## config.mk

```make
export PLATFORM = sky130hd
export DESIGN_NAME = rs_issue_queue
export DESIGN_NICKNAME = d
export VERILOG_FILES = /design/src/rtl/rs_issue_queue.sv
export SDC_FILE = /design/constraint.sdc
export NUM_CORES = 1
export LEC_CHECK = 0
export CORE_MARGIN = 2
export CORE_UTILIZATION = 53
export CTS_BUF_LIST = sky130_fd_sc_hd__clkbuf_8
export DETAILED_ROUTE_END_ITERATION = 10
export PLACE_DENSITY = 0.83
export SLEW_MARGIN = 25
export SYNTH_ARGS = -nofsm -noshare
export SYNTH_HDL_FRONTEND = slang
export SYNTH_SLANG_ARGS = --single-unit
```

## constraint.sdc

```tcl
create_clock -name clk -period 3.34 [get_ports clk]
set_input_delay 0.501 -clock clk [delete_from_list [all_inputs] [get_ports clk]]
set_output_delay 0.501 -clock clk [all_outputs]
set_load 0.05 [all_outputs]
```

## src/rtl/rs_issue_queue.sv

```systemverilog
// rs_issue_queue - reservation station between dispatch and register-read.
//
// Holds up to RS_ENTRIES renamed instructions, tracks source readiness from
// writeback tag broadcasts, and each cycle moves the oldest ready entry into
// an issue register that register-read consumes with a valid/ready handshake.
//
// Ports:
//   clk, rst          clock, synchronous active-high reset
//   flush             squash every entry and the issue register
//   disp_valid/ready  dispatch handshake; disp_pkt is the renamed instruction
//   disp_s1_rdy/s2_rdy  source operands already produced at dispatch time
//   wb_valid/wb_preg  one destination-tag broadcast per functional unit
//   issue_valid/ready issue handshake; issue_pkt is the selected instruction

package rs_pkg;
  localparam int PW = 6;

  typedef struct packed {
    logic [31:0]   pc;
    logic [7:0]    opcode;
    logic [PW-1:0] dst_preg;
    logic [PW-1:0] src1_preg;
    logic [PW-1:0] src2_preg;
  } disp_packet_t;
endpackage

module rs_issue_queue
  import rs_pkg::*;
#(
  parameter int RS_ENTRIES = 4,
  parameter int NUM_FUS    = 4
) (
  input  logic                        clk,
  input  logic                        rst,
  input  logic                        flush,
  input  logic                        disp_valid,
  output logic                        disp_ready,
  input  disp_packet_t                disp_pkt,
  input  logic                        disp_s1_rdy,
  input  logic                        disp_s2_rdy,
  input  logic [NUM_FUS-1:0]          wb_valid,
  input  logic [NUM_FUS-1:0][PW-1:0]  wb_preg,
  output logic                        issue_valid,
  input  logic                        issue_ready,
  output disp_packet_t                issue_pkt
);

  logic [RS_ENTRIES-1:0] valid_q, valid_d;
  logic [RS_ENTRIES-1:0] s1_rdy_q, s1_rdy_d;
  logic [RS_ENTRIES-1:0] s2_rdy_q, s2_rdy_d;
  disp_packet_t          pkt_q [RS_ENTRIES];
  disp_packet_t          pkt_d [RS_ENTRIES];
  // age_q[i][j] = 1 means entry i is older than entry j
  logic [RS_ENTRIES-1:0] age_q [RS_ENTRIES];
  logic [RS_ENTRIES-1:0] age_d [RS_ENTRIES];
  logic                  issue_valid_q, issue_valid_d;
  disp_packet_t          issue_pkt_q, issue_pkt_d;

  logic [RS_ENTRIES-1:0] wake1, wake2, cand, sel_oh, alloc_oh;
  logic                  disp_wake1, disp_wake2;
  logic                  advance, disp_fire, any_cand;
  disp_packet_t          sel_pkt;

  // Per-entry wakeup match and oldest-candidate detection
  for (genvar gi = 0; gi < RS_ENTRIES; gi++) begin : g_entry
    logic w1, w2, older_all;

    always_comb begin
      w1 = 1'b0;
      w2 = 1'b0;
      for (int k = 0; k < NUM_FUS; k++) begin
        if (wb_valid[k] && wb_preg[k] == pkt_q[gi].src1_preg) w1 = 1'b1;
        if (wb_valid[k] && wb_preg[k] == pkt_q[gi].src2_preg) w2 = 1'b1;
      end
    end

    assign wake1[gi] = w1;
    assign wake2[gi] = w2;
    assign cand[gi]  = valid_q[gi] & s1_rdy_q[gi] & s2_rdy_q[gi];

    // Winner must be older than every other candidate; at most one can be.
    always_comb begin
      older_all = 1'b1;
      for (int j = 0; j < RS_ENTRIES; j++) begin
        if (j != gi && cand[j] && !age_q[gi][j]) older_all = 1'b0;
      end
    end

    assign sel_oh[gi] = cand[gi] & older_all;
  end

  // Same-cycle broadcast match for the instruction being dispatched
  always_comb begin
    disp_wake1 = 1'b0;
    disp_wake2 = 1'b0;
    for (int k = 0; k < NUM_FUS; k++) begin
      if (wb_valid[k] && wb_preg[k] == disp_pkt.src1_preg) disp_wake1 = 1'b1;
      if (wb_valid[k] && wb_preg[k] == disp_pkt.src2_preg) disp_wake2 = 1'b1;
    end
  end

  // Lowest-index free entry (only entries free at the start of the cycle)
  always_comb begin
    logic found;
    found    = 1'b0;
    alloc_oh = '0;
    for (int i = 0; i < RS_ENTRIES; i++) begin
      if (!valid_q[i] && !found) begin
        alloc_oh[i] = 1'b1;
        found       = 1'b1;
      end
    end
  end

  always_comb begin
    sel_pkt = '0;
    for (int i = 0; i < RS_ENTRIES; i++) begin
      if (sel_oh[i]) sel_pkt = pkt_q[i];
    end
  end

  assign any_cand   = |cand;
  assign disp_ready = ~&valid_q;
  assign advance    = !issue_valid_q || issue_ready;
  assign disp_fire  = disp_valid && disp_ready && !flush;

  always_comb begin
    valid_d       = valid_q;
    s1_rdy_d      = s1_rdy_q | wake1;
    s2_rdy_d      = s2_rdy_q | wake2;
    pkt_d         = pkt_q;
    age_d         = age_q;
    issue_valid_d = issue_valid_q;
    issue_pkt_d   = issue_pkt_q;

    if (advance) begin
      issue_valid_d = any_cand;
      issue_pkt_d   = sel_pkt;
      valid_d       = valid_q & ~sel_oh;
    end

    for (int i = 0; i < RS_ENTRIES; i++) begin
      if (disp_fire && alloc_oh[i]) begin
        valid_d[i]  = 1'b1;
        pkt_d[i]    = disp_pkt;
        s1_rdy_d[i] = disp_s1_rdy | disp_wake1;
        s2_rdy_d[i] = disp_s2_rdy | disp_wake2;
        age_d[i]    = '0;
        // Every currently valid entry (including one issuing now) is older
        for (int j = 0; j < RS_ENTRIES; j++) begin
          age_d[j][i] = valid_q[j];
        end
      end
    end

    if (flush) begin
      valid_d       = '0;
      issue_valid_d = 1'b0;
      for (int i = 0; i < RS_ENTRIES; i++) age_d[i] = '0;
    end
  end

  always_ff @(posedge clk) begin
    if (rst) begin
      valid_q       <= '0;
      s1_rdy_q      <= '0;
      s2_rdy_q      <= '0;
      issue_valid_q <= 1'b0;
      issue_pkt_q   <= '0;
      for (int i = 0; i < RS_ENTRIES; i++) age_q[i] <= '0;
    end else begin
      valid_q       <= valid_d;
      s1_rdy_q      <= s1_rdy_d;
      s2_rdy_q      <= s2_rdy_d;
      issue_valid_q <= issue_valid_d;
      issue_pkt_q   <= issue_pkt_d;
      for (int i = 0; i < RS_ENTRIES; i++) age_q[i] <= age_d[i];
    end
  end

  // Payload storage needs no reset; validity is tracked separately
  always_ff @(posedge clk) begin
    for (int i = 0; i < RS_ENTRIES; i++) pkt_q[i] <= pkt_d[i];
  end

  assign issue_valid = issue_valid_q;
  assign issue_pkt   = issue_pkt_q;

endmodule

```

# Word-level counts from Yosys, hierarchy flattened
# Index checks and enable logic that the tools add are counted.
dict set report totals {
  ff_bits 318
  input_bits 93
  out_inout_bits 60
  wordCells 290
}
dict set report op_classes {
  n_eq_ne 40
  muxes 87
  n_bitwise 18
  n_reduce_logical 98
}
# operator count
set ops {}
lappend ops {{$eq A6 B6 Y1} 40}
lappend ops {{$mux W58} 4}
lappend ops {{$mux W1} 79}
lappend ops {{$logic_and A1 B1 Y1} 61}
lappend ops {{$logic_not A1 Y1} 20}
lappend ops {{$reduce_bool A2 Y1} 10}
lappend ops {{$mux W4} 4}
lappend ops {{$and A1 B1 Y1} 12}
lappend ops {{$reduce_or A3 Y1} 3}
lappend ops {{$or A4 B4 Y4} 2}
lappend ops {{$and A4 B4 Y4} 1}
lappend ops {{$not A4 Y4} 1}
lappend ops {{$reduce_and A4 Y1} 1}
lappend ops {{$reduce_or A4 Y1} 1}
lappend ops {{$or A1 B1 Y1} 2}
lappend ops {{$reduce_or A2 Y1} 1}
lappend ops {{$logic_or A1 B1 Y1} 1}

# Depth between registers and ports, before layout
dict set report depth {
  ltp_word 11
  depth_mapped 9
  depth_no_buf 6
}

# Worst setup path before layout
# Ideal clock, no wire load.
dict set report synth_timing {
  path_type {input -> register}
  from {in flush}
  to {reg age_q[5] in the netlist's numbering}
  setup_ns 0.173
  arrival_ns 3.032
  t_required_ns 3.167
  slack_ns 0.135
  path_stages 5
  n_path_buf 1
  path_cell_list {nand2b_1 > nor3_1 > clkbuf_1 > mux2i_1 > nor3_1}
}
dict set report synth_via {
  elab_chain_len 4
  elab_cells_between_ends 5
  classes_between {reduce/logical (5)}
}
# item line
set synth_rtl {}
lappend synth_rtl {{start: declaration} 35} ;# input logic flush,
lappend synth_rtl {{$logic_not A1 Y1} 125} ;# assign disp_fire = disp_valid && disp_ready && !flush;
lappend synth_rtl {{$logic_and A1 B1 Y1} 125}
lappend synth_rtl {{$logic_and A1 B1 Y1} 143} ;# if (disp_fire && alloc_oh[i]) begin
lappend synth_rtl {{$reduce_or A3 Y1 (no line)} -}
lappend synth_rtl {{end: declaration} 54} ;# logic [RS_ENTRIES-1:0] age_q [RS_ENTRIES];
# Parallel ways exist; a longest one is shown, timed or not.
# A chain may end at the register's enable or synchronous reset.

# Worst setup path after layout
dict set report layout_timing {
  from {reg valid_q[2]}
  to {reg issue_pkt_q (netlist bit issue_pkt[7])}
}
dict set report layout_via {
  elab_chain_len 10
  elab_cells_between_ends 18
  classes_between {mux (9); bitwise (6); reduce/logical (3)}
}
# item line
set layout_rtl {}
lappend layout_rtl {{start: declaration} 48} ;# logic [RS_ENTRIES-1:0] valid_q, valid_d;
lappend layout_rtl {{start signal: assignment} 172} ;# valid_q <= valid_d;
lappend layout_rtl {{$and A1 B1 Y1 * (2 in series)} 79} ;# assign cand[gi] = valid_q[gi] & s1_rdy_q[gi] & s2_rdy_q[gi];
lappend layout_rtl {{$logic_and A1 B1 Y1} 85} ;# if (j != gi && cand[j] && !age_q[gi][j]) older_all = 1'b0;
lappend layout_rtl {{$mux W1 (2 in series)} 85}
lappend layout_rtl {{$and A1 B1 Y1} 89} ;# assign sel_oh[gi] = cand[gi] & older_all;
lappend layout_rtl {{$mux W58 (3 in series)} 118} ;# if (sel_oh[i]) sel_pkt = pkt_q[i];
lappend layout_rtl {{$mux W58 *} 118}
lappend layout_rtl {{end signal: assignment} 176} ;# issue_pkt_q <= issue_pkt_d;
lappend layout_rtl {{end: declaration} 57} ;# disp_packet_t issue_pkt_q, issue_pkt_d;
# Mark *: on every way between the ends. The rest lies on a longest branch, timed or not.

==> impl_metrics.toml <==
[layout]
diodes = 0
layout-drive-gt1-share = 0.101
most-common-layout-cells = "sky130_fd_sc_hd__edfxtp_1 (232), sky130_fd_sc_hd__clkdlybuf4s50_1 (151), sky130_fd_sc_hd__xor2_1 (120), sky130_fd_sc_hd__xnor2_1 (120), sky130_fd_sc_hd__nor4_1 (84)"
commonest_non_fill_non_tap_cell_in_the_layout = "sky130_fd_sc_hd__edfxtp_1"
post-route-util = 0.638
nFillCells = 2017
final_cell_area_sq_mm = 0.0172
synthToLayoutAreaGrowth_pct = 18.3
nets = 1355

[placement]
io_buffer_count = 152
place_hpwl_um = 23700
gpl.final_weighted_congestion = 1.00
placement.setup.worst_slack_ns = 0.621
placed_area_sq_mm = 0.0162

[detailed_routing]
detail_route.iter0.violations = 1295
vias_per_cell = 6.37
drt_drc_violations_left = 0
detailroute.via_count = 10500
drtAntennaViolNets = 0
detail_route.wl_per_cell_um = 24.1
drt_pass1_iterations = 5
routed_wl_um = 39600

[status]
status = "complete, no violations"

[synthesis]
avgSynthCellArea_sq_um = 12.4
netlist_area_before_placement_sq_mm = 0.0145
synth_area_leaders = "sky130_fd_sc_hd__edfxtp_1 (48%), sky130_fd_sc_hd__dfxtp_1 (11%), sky130_fd_sc_hd__xnor2_1 (7.2%), sky130_fd_sc_hd__xor2_1 (7.2%), sky130_fd_sc_hd__a221o_1 (4.0%)"
synth_seq_area_share = 0.594
synth.ff_latch_count = 315
mappedNetlistNets = 1262
post_synth_inst_count = 1169
synth_area_leader_cell = "sky130_fd_sc_hd__edfxtp_1"
yosysWarnings = 0
synthDistinctLibCells = 40
synthDominantCellAreaShare = 0.479

[cts]
cts_max_level = 2
cts_resized = 0
cts_tree = "done"
postCtsHoldBufs = 0
cts.root.buffer_cell = "sky130_fd_sc_hd__clkbuf_8"
cts_made_buffers = 49
post_cts_setup_driven_buffer_insertion_count = 0
worstSkewPairLatency_ns = 0.57
clock_sink_count = 315
cts.reportedPaths.clkPinSlew_ns = 0.06
clock_tree.buffer_depth = 3

[floorplanning]
start_util = 0.539
rows = 60
ioPinCount = 153
core-area_sq_mm = 0.0270
design.die.area_sq_mm = 0.0288
chipHeight_um = 170
die_x_um = 170

[worst_setup_path]
cpPeakStageDelay_ns = 0.80
path_max_fanout = 30
timing.critical_path.required_ns = 3.79
timing.critical_path.cells = "nand3_1 -> o21bai_1 -> o21ai_4 -> buf_12 -> a221o_1 -> a21oi_1 -> nor4_1"
worstSetupPathType = "flop to flop"
regToRegStartpoint = "valid_q[2]"
timing.critical_path.from_type = "flop"
arrival_ns = 3.04
worst_setup_path_startpoint = "valid_q[2]"
cp-end-kind = "flop"
crit_slowest_cell = "sky130_fd_sc_hd__o21ai_4"

[timing]
tightest_slew_ns = 1.01
layout_setup_ws_ns = 0.752
final_period_minus_worst_setup_slack_ns = 2.59
relSlewSlack = 0.324
fmax_mhz = 386
rsz_0062_raised_after_global_routing = "no"
holdWs_ns = 0.471
skew_ns = 0.0215
setup-tns-final_ns = 0
final.period_utilization = 0.775
setup_viol_count_final = 0
final-max-slew-violation-count = 0
finalHoldViolations = 0

[global_route]
gr-usage-all-layers = 0.274
grt_start_max_net_pins = 61
initial_antenna_violation_count = 0
global_route.overflow_total = 0
number_of_global_route_vias_before_repair = 10600
grt_pass1_wl_um = 60400

[flow_run]
maximum_capacitance_violations = 0

[pwr]
total_leakage_power_nw = 5.72
max-vdd-ir-drop_uv = 300
cellPowerDensity_mw_per_mm2 = 460

[worst_hold_path]
hold_path_class = "flop to flop"
launch_point_of_the_worst_hold_path = "age_q[2]"
synthesized netlist by cell type:
cell and n:
sky130_fd_sc_hd__a211oi_1 8, sky130_fd_sc_hd__a21oi_1 69, sky130_fd_sc_hd__a221o_1 58, sky130_fd_sc_hd__a31oi_1 1
sky130_fd_sc_hd__and3_1 1, sky130_fd_sc_hd__buf_1 15, sky130_fd_sc_hd__buf_2 40, sky130_fd_sc_hd__buf_6 4
sky130_fd_sc_hd__clkbuf_1 82, sky130_fd_sc_hd__clkinv_1 1, sky130_fd_sc_hd__dfxtp_1 83, sky130_fd_sc_hd__edfxtp_1 232
sky130_fd_sc_hd__inv_1 3, sky130_fd_sc_hd__mux2i_1 3, sky130_fd_sc_hd__nand2_1 6, sky130_fd_sc_hd__nand2_4 1
sky130_fd_sc_hd__nand2b_1 5, sky130_fd_sc_hd__nand3_1 3, sky130_fd_sc_hd__nand3_2 2, sky130_fd_sc_hd__nand3b_1 1
sky130_fd_sc_hd__nand4_1 41, sky130_fd_sc_hd__nor2_1 68, sky130_fd_sc_hd__nor2_2 1, sky130_fd_sc_hd__nor2b_1 4
sky130_fd_sc_hd__nor3_1 7, sky130_fd_sc_hd__nor3_2 1, sky130_fd_sc_hd__nor4_1 84, sky130_fd_sc_hd__nor4_2 20
sky130_fd_sc_hd__o21ai_0 3, sky130_fd_sc_hd__o21ai_1 1, sky130_fd_sc_hd__o21bai_1 1, sky130_fd_sc_hd__o22ai_1 4
sky130_fd_sc_hd__o32ai_1 58, sky130_fd_sc_hd__o41ai_1 2, sky130_fd_sc_hd__or2_2 1, sky130_fd_sc_hd__or3_1 12
sky130_fd_sc_hd__or3b_2 1, sky130_fd_sc_hd__or4_1 2, sky130_fd_sc_hd__xnor2_1 120, sky130_fd_sc_hd__xor2_1 120
cell families (layout without fill, tap and decap cells):
logic type / count (synthesis) / in the layout / synth area share
buffers and inverters: 145 / 279 / 0.0429
DFF: 315 / 315 / 0.594
and+or+nand+nor: 261 / 261 / 0.109
muxes: 3 / 3 / 0.00207
AOI/OAI and AO/OA: 205 / 205 / 0.108
xor gates and xnor gates: 240 / 240 / 0.145
final timing paths:
kind,slack (ns),depth (start not counted),to
worst min-delay path,0.47,2,age_q[2]
worst max register to register,0.75,7,issue_pkt[7]
worst max-delay path,0.75,7,issue_pkt[7]
worst min register to register,0.47,2,age_q[2]
critical path, delay by kind of cell, from the launching register on:
kind,cells,cell delay [ns]
flip-flops,1,0.47
AO/OA/AOI/OAI,4,1.26
buffers and inverters,1,0.29
AND/OR/NAND/NOR,2,0.43
sequential cells by signal (all words and copies together), names as in the netlist:
signal / count
s2_rdy_q: 4
issue_valid: 1
valid_q: 4
s1_rdy_q: 4
pkt_q: 232
age_q: 12
issue_pkt: 58
cell type report:
cell class | count | area, sq um | share of cell area
flip-flops and latches | 315 | 8630 | 0.502
multi-input cells | 709 | 5330 | 0.310
well taps | 341 | 427 | 0.0248
clock buffers | 55 | 757 | 0.0440
inverters | 4 | 15.0 | 0.000873
clock inverters | 37 | 216 | 0.0126
repair buffers | 183 | 1830 | 0.106
stage by stage:
step                      power, mW  cells
final                          7.92   1644
after global routing           8.18   1644
after CTS                      7.96   1644
after detailed placement       4.87   1552
after global placement         4.86   1552
after floorplan                4.63   1169
where the power goes:
part / switching [mW] / internal, mW / total, mW
sequential: 0.0330 / 4.25 / 4.28
clock: 1.45 / 1.67 / 3.12
combinational: 0.287 / 0.232 / 0.519
total: 1.77 / 6.15 / 7.92
routing by layer:
layer	GRT usage	wire, um	vias up
met5	0	0	-
met2	0.457	19100	584
met3	0.0527	3230	134
met4	0.121	1550	0
li1	-	-	4621
met1	0.350	15700	5138
No activity file was read; power rests on OpenSTA's default activity.
==> edit 1 (config.mk and constraints unchanged) <==
Change the parameter `RS_ENTRIES` from 4 to 8.
--- a/src/rtl/rs_issue_queue.sv
+++ b/src/rtl/rs_issue_queue.sv
@@ -28,5 +28,5 @@
   import rs_pkg::*;
 #(
-  parameter int RS_ENTRIES = 4,
+  parameter int RS_ENTRIES = 8,
   parameter int NUM_FUS    = 4
 ) (
Behaviour: not the same (a bounded check fails within 10 cycles, from zero or initial values and one cycle with rst high).
==> edit 1 against the original RTL <==
  * Design area is 93% higher
  * Setup slack worse by 0.58 ns
  * Clock skew is 0.037 ns higher
  * Sequential cell count is 288 higher
  * Power is 100% higher
  * Largest cell class unchanged
  * Clock power is 120% higher
  * Highest routed layer is now met5
  * Area after synthesis is 97% higher
  * Routed wire length is 130% higher
  * Hold slack worse by 0.19 ns
  * Sequential power is 91% higher
  * Sequential share of layout area is 0.23 points higher
==> edit 1: results <==
clock_network:
  insertion_delay_ns: 0.72
  cts_root_buf: "clkbuf_8"
  cts_max_path_buffers: 3
  clk_pin_slew_ns: 0.06
  cts_made_buffers: 98
  h-tree-depth: 3
grt:
  groute.usage.overall_pct: 32.5
  grt_pass1_wl_um: 137000
  grt_pass1_vias: 22100
  antenna_found_initial: 2
  grt_max_degree: 83
setup_path:
  critPathArrivalTime_ns: 3.75
  critical_path_class: "reg2reg"
  r2r_cells: 7
  reg2reg_from: "s1_rdy_q[3]"
  critPathMaxFanout: 27
placed_design:
  routabilityCongestion: 0.985
  dpl_cell_area_sq_um: 31100
  io_buffers: 152
  dp_hpwl_um: 56200
power:
  leakage_nw: 10.9
  ir_drop_mv: 0.438
hold_path:
  hold_start: "rst"
  min_path_type: "in2reg"
synthesis:
  synth_cell_types: 57
  syn_nets: 2479
  yosys_most_used_dff: "edfxtp_1"
  yosysSeqAreaShare_pct: 58.3
  synth_xor_area_share_pct: 13.2
  synth.area.mux_share_pct: 0
  synth_compound_area_share_pct: 14.1
  synth-edff-count: 464
  netlist_top_cells_area: "edfxtp_1 49%, dfxtp_1 9.7%, xor2_1 6.7%"
  synth_common_cells: "464 x edfxtp_1, 220 x xor2_1, 212 x xnor2_1, 198 x clkbuf_1, 139 x dfxtp_1"
drt:
  vias: 21900
  drt_first_pass_iters: 8
  first_iter_violations: 3274
  wl_um: 92100
  route.detailed.drc: 0
finish:
  nFillCells: 3941
  nNetsFinal: 2559
  largest_reg_flops: 464
  drive_gt1_share_pct: 12.5
  final_area_sq_um: 33200
outcome:
  status: "complete, no violations"
timing:
  skew_ns: 0.0585
  worst_slew_pin_slew_ns: 1.19
-- edit 1: cell count changes in the layout (fill, tap and decap cells not counted), moves of 61 or more --
cell,delta
buf_4,+82
inv_1,+78
xor2_1,+100
o21ai_0,+70
nor3_1,+89
xnor2_1,+92
edfxtp_1,+232
nand3_1,+61
-- edit 1: cell type report --
class | instances | share of cell area (%)
antenna | 2 | 0.0151
clock inverter | 70 | 1.55
tap | 696 | 2.63
inverter | 68 | 0.777
multi-input combinational | 1418 | 31.8
sequential | 603 | 50.4
clock buffer | 115 | 4.77
timing repair buffer | 277 | 8.09
-- edit 1: power breakdown --
group	total, mW	switching, mW	leakage [nW]	internal [mW]
Clock	6.75	3.04	1.21	3.71
Combinational	0.898	0.553	4.42	0.345
Sequential	8.16	0.0438	5.31	8.12
-- edit 1: kinds of logic after synthesis --
logic type                Yosys count
and+or+nand+nor                   473
xor gates and xnor gates          432
AOI/OAI and AO/OA                 513
DFF                               603
buffers and inverters             365
-- edit 1: final timing paths --
kind,to,slack (ns)
worst max register to register,issue_pkt[47],0.17
worst min-delay path,age_q[15],0.28
worst min register to register,age_q[24],0.45
worst max-delay path,issue_pkt[47],0.17
-- edit 1: worst max-delay path, stage by stage (launching register included) --
cell      delay, ns
dfxtp_1        0.55
nand3_1        0.41
o2111a_2       0.42
and2_2         0.37
buf_4          0.36
o311ai_0       0.48
o211ai_1       0.17
a211oi_1       0.27
-- edit 1: what timing repair did --
item,CTS,global route
endpoints found under the setup margin,0,1
hold buffers,0,0
resized for setup,0,1
-- edit 1: layer usage --
layer	vias to the layer above	track usage (%)	share of wire, %
met3	350	7.99	12
met2	1611	50.3	46
met4	2	16.6	5.1
met1	10700	42.6	38
met5	-	0	0.014
li1	9197	-	-
-- edit 1: per-stage QoR --
step                      cells  setup WS [ns]  total power, mW
after floorplan            2386         0.0466             8.76
after global placement     3062         0.0635             9.16
after detailed placement   3062          0.323             9.19
after CTS                  3247         0.0609             15.8
after global routing       3247          0.103             16.2
final                      3249          0.171             15.8
==> edit 2 (same flow settings) <==
Without the edit above. Reset style: asynchronous (`rst`), changed in one clocked block. Comments in the files are not updated.
--- a/src/rtl/rs_issue_queue.sv
+++ b/src/rtl/rs_issue_queue.sv
@@ -161,5 +161,5 @@
   end
 
-  always_ff @(posedge clk) begin
+  always_ff @(posedge clk or posedge rst) begin
     if (rst) begin
       valid_q       <= '0;
Check against the original RTL: differs if rst is asserted again (counterexample within 4 cycles, from zero or initial values and one cycle with rst high); with rst held inactive, the same outputs for 4 cycles.
==> edit 2 against the original RTL <==
  * Non-clock buffer count rose by 12
  * Clock skew rose by 0.0093 ns
  * First-iteration DRC count fell by 6.3%
  * Count of clock-buffer cells in the layout rose by 2
  * Critical path type is now reg2out
  * Design area rose by 0.89%
  * Area after synthesis rose by 0.12%
  * Routed wire length rose by 3.4%
  * Die area rose by 0.12%
  * Via count fell by 1.0%
  * Sequential cell count did not move
  * Synthesized cell count fell by 1.8%
  * Setup slack got worse by 0.072 ns
Power is not compared: it rests on default switching activity, and its combinational part moved more than twofold at a synthesized area within 25%.
==> edit 2: results <==
outcome:
  status: "complete, no violations"
synthesis:
  synth.area.mux_share_pct: 0
  synth-edff-count: 232
  yosys_warnings: 0
  synth_common_cells: "232 x edfxtp_1, 124 x xor2_1, 116 x xnor2_1, 83 x dfrtp_1, 80 x a21oi_1"
  syn_nets: 1241
  synth_xor_area_share_pct: 14.4
  ys_async_sr_fraction_pct: 26.3
  synth.avg_cell_area_sq_um: 12.7
  netlist_top_cells_area: "edfxtp_1 48%, dfrtp_1 14%, xor2_1 7.5%"
  synthAdderAreaFrac_pct: 0
  synth_compound_area_share_pct: 11.1
  yosys_most_used_dff: "edfxtp_1"
  yosysSeqAreaShare_pct: 62.1
placed_design:
  routabilityCongestion: 0.961
  io_buffers: 152
  dpl_cell_area_sq_um: 16400
  dp_hpwl_um: 26500
drt:
  wire_per_inst_um: 24.8
  met2WireLength_um: 19700
  top_layer_used: "met4"
  viasPerCell: 6.29
  wl_met3_um: 3710
  met1Wirelength_um: 16100
  route.detailed.drc: 0
  first_iter_violations: 1214
clock_network:
  h-tree-depth: 2
  cts_setup_buffers: 0
  ctsResizeCount: 0
  insertion_delay_ns: 0.60
  cts_root_buf: "clkbuf_8"
  clk_pin_slew_ns: 0.06
  cts_made_buffers: 50
  cts_max_path_buffers: 3
setup_path:
  rr_endpoint: "issue_pkt[37]"
  setup.worst_path.start: "valid_q[0]"
  ff2ff_setup_slack_ns: 0.86
  critPathMaxFanout: 11
  critPathArrivalTime_ns: 2.16
  reg2reg_from: "valid_q[3]"
  r2r_cells: 6
  worstSetupEndpoint: "disp_ready"
finish:
  drive_gt1_share_pct: 9.72
  nNetsFinal: 1358
  largest_reg_flops: 232
  n_antenna_cell: 0
power:
  ir_drop_mv: 0.457
  leakage_nw: 6.16
timing:
  skew_ns: 0.0309
  worst_slew_pin_slew_ns: 0.844
grt:
  groute.usage.overall_pct: 28.1
  grt_pass1_wl_um: 60800
  grt_pass1_vias: 10300
  grt_max_degree: 70
  antenna_found_initial: 0
hold_path:
  min_path_type: "in2async"
floorplanning:
  initial_utilization_pct: 54.0
edit 2: through the flow:
stage	instances	total power, mW	setup WS (ns)
after floorplan	1148	5.55	0.417
after global routing	1648	9.61	0.620
after detailed placement	1554	6.16	0.772
final	1648	9.31	0.680
after CTS	1648	9.34	0.680
after global placement	1554	6.13	0.713
edit 2: power breakdown:
| part | leakage [nW] | internal [mW] | total [mW] | switching, mW |
|---|---|---|---|---|
| Sequential | 3.22 | 4.42 | 4.60 | 0.180 |
| Combinational | 2.34 | 0.561 | 1.50 | 0.941 |
| Clock | 0.609 | 1.67 | 3.21 | 1.55 |
| Total | 6.16 | 6.65 | 9.31 | 2.67 |
edit 2: logic make-up (layout without fill, tap and decap cells):
logic type | after synthesis | count (layout)
compound gates | 245 | 245
buf+inv | 138 | 297
xor+xnor | 240 | 240
flops | 315 | 315
simple gates | 210 | 210
edit 2: critical path, cell delays in order (launching register included):
cell,delay (ns)
dfrtp_1,0.50
nand4_1,0.20
clkdlybuf4s50_1,0.86
edit 2: layout make-up:
type | count | area (sq um)
Timing Repair Buffer | 195 | 1910
Inverter | 8 | 31.3
Clock inverter | 37 | 216
Multi-Input combinational cell | 695 | 4940
Sequential cell | 315 | 9040
Tap cell | 341 | 427
Fill cell | 1940 | 9600
Clock buffer | 57 | 785
edit 2: worst min path at each step:
stage | to | slack [ns]
6_report | issue_pkt[7] | 0.18
5_1_grt | issue_pkt[7] | 0.20
4_1_cts | issue_pkt[8] | 0.17
3_5_place_dp | issue_pkt[20] | 0.46
3_3_place_gp | issue_pkt[39] | 0.46
2_1_floorplan | age_q[11] | 0.44
edit 2: layer usage:
metal	track usage (%)	up-vias
met1	38.0	5142
met4	11.4	0
met2	45.8	618
met3	4.48	111
li1	-	4497
met5	0	-
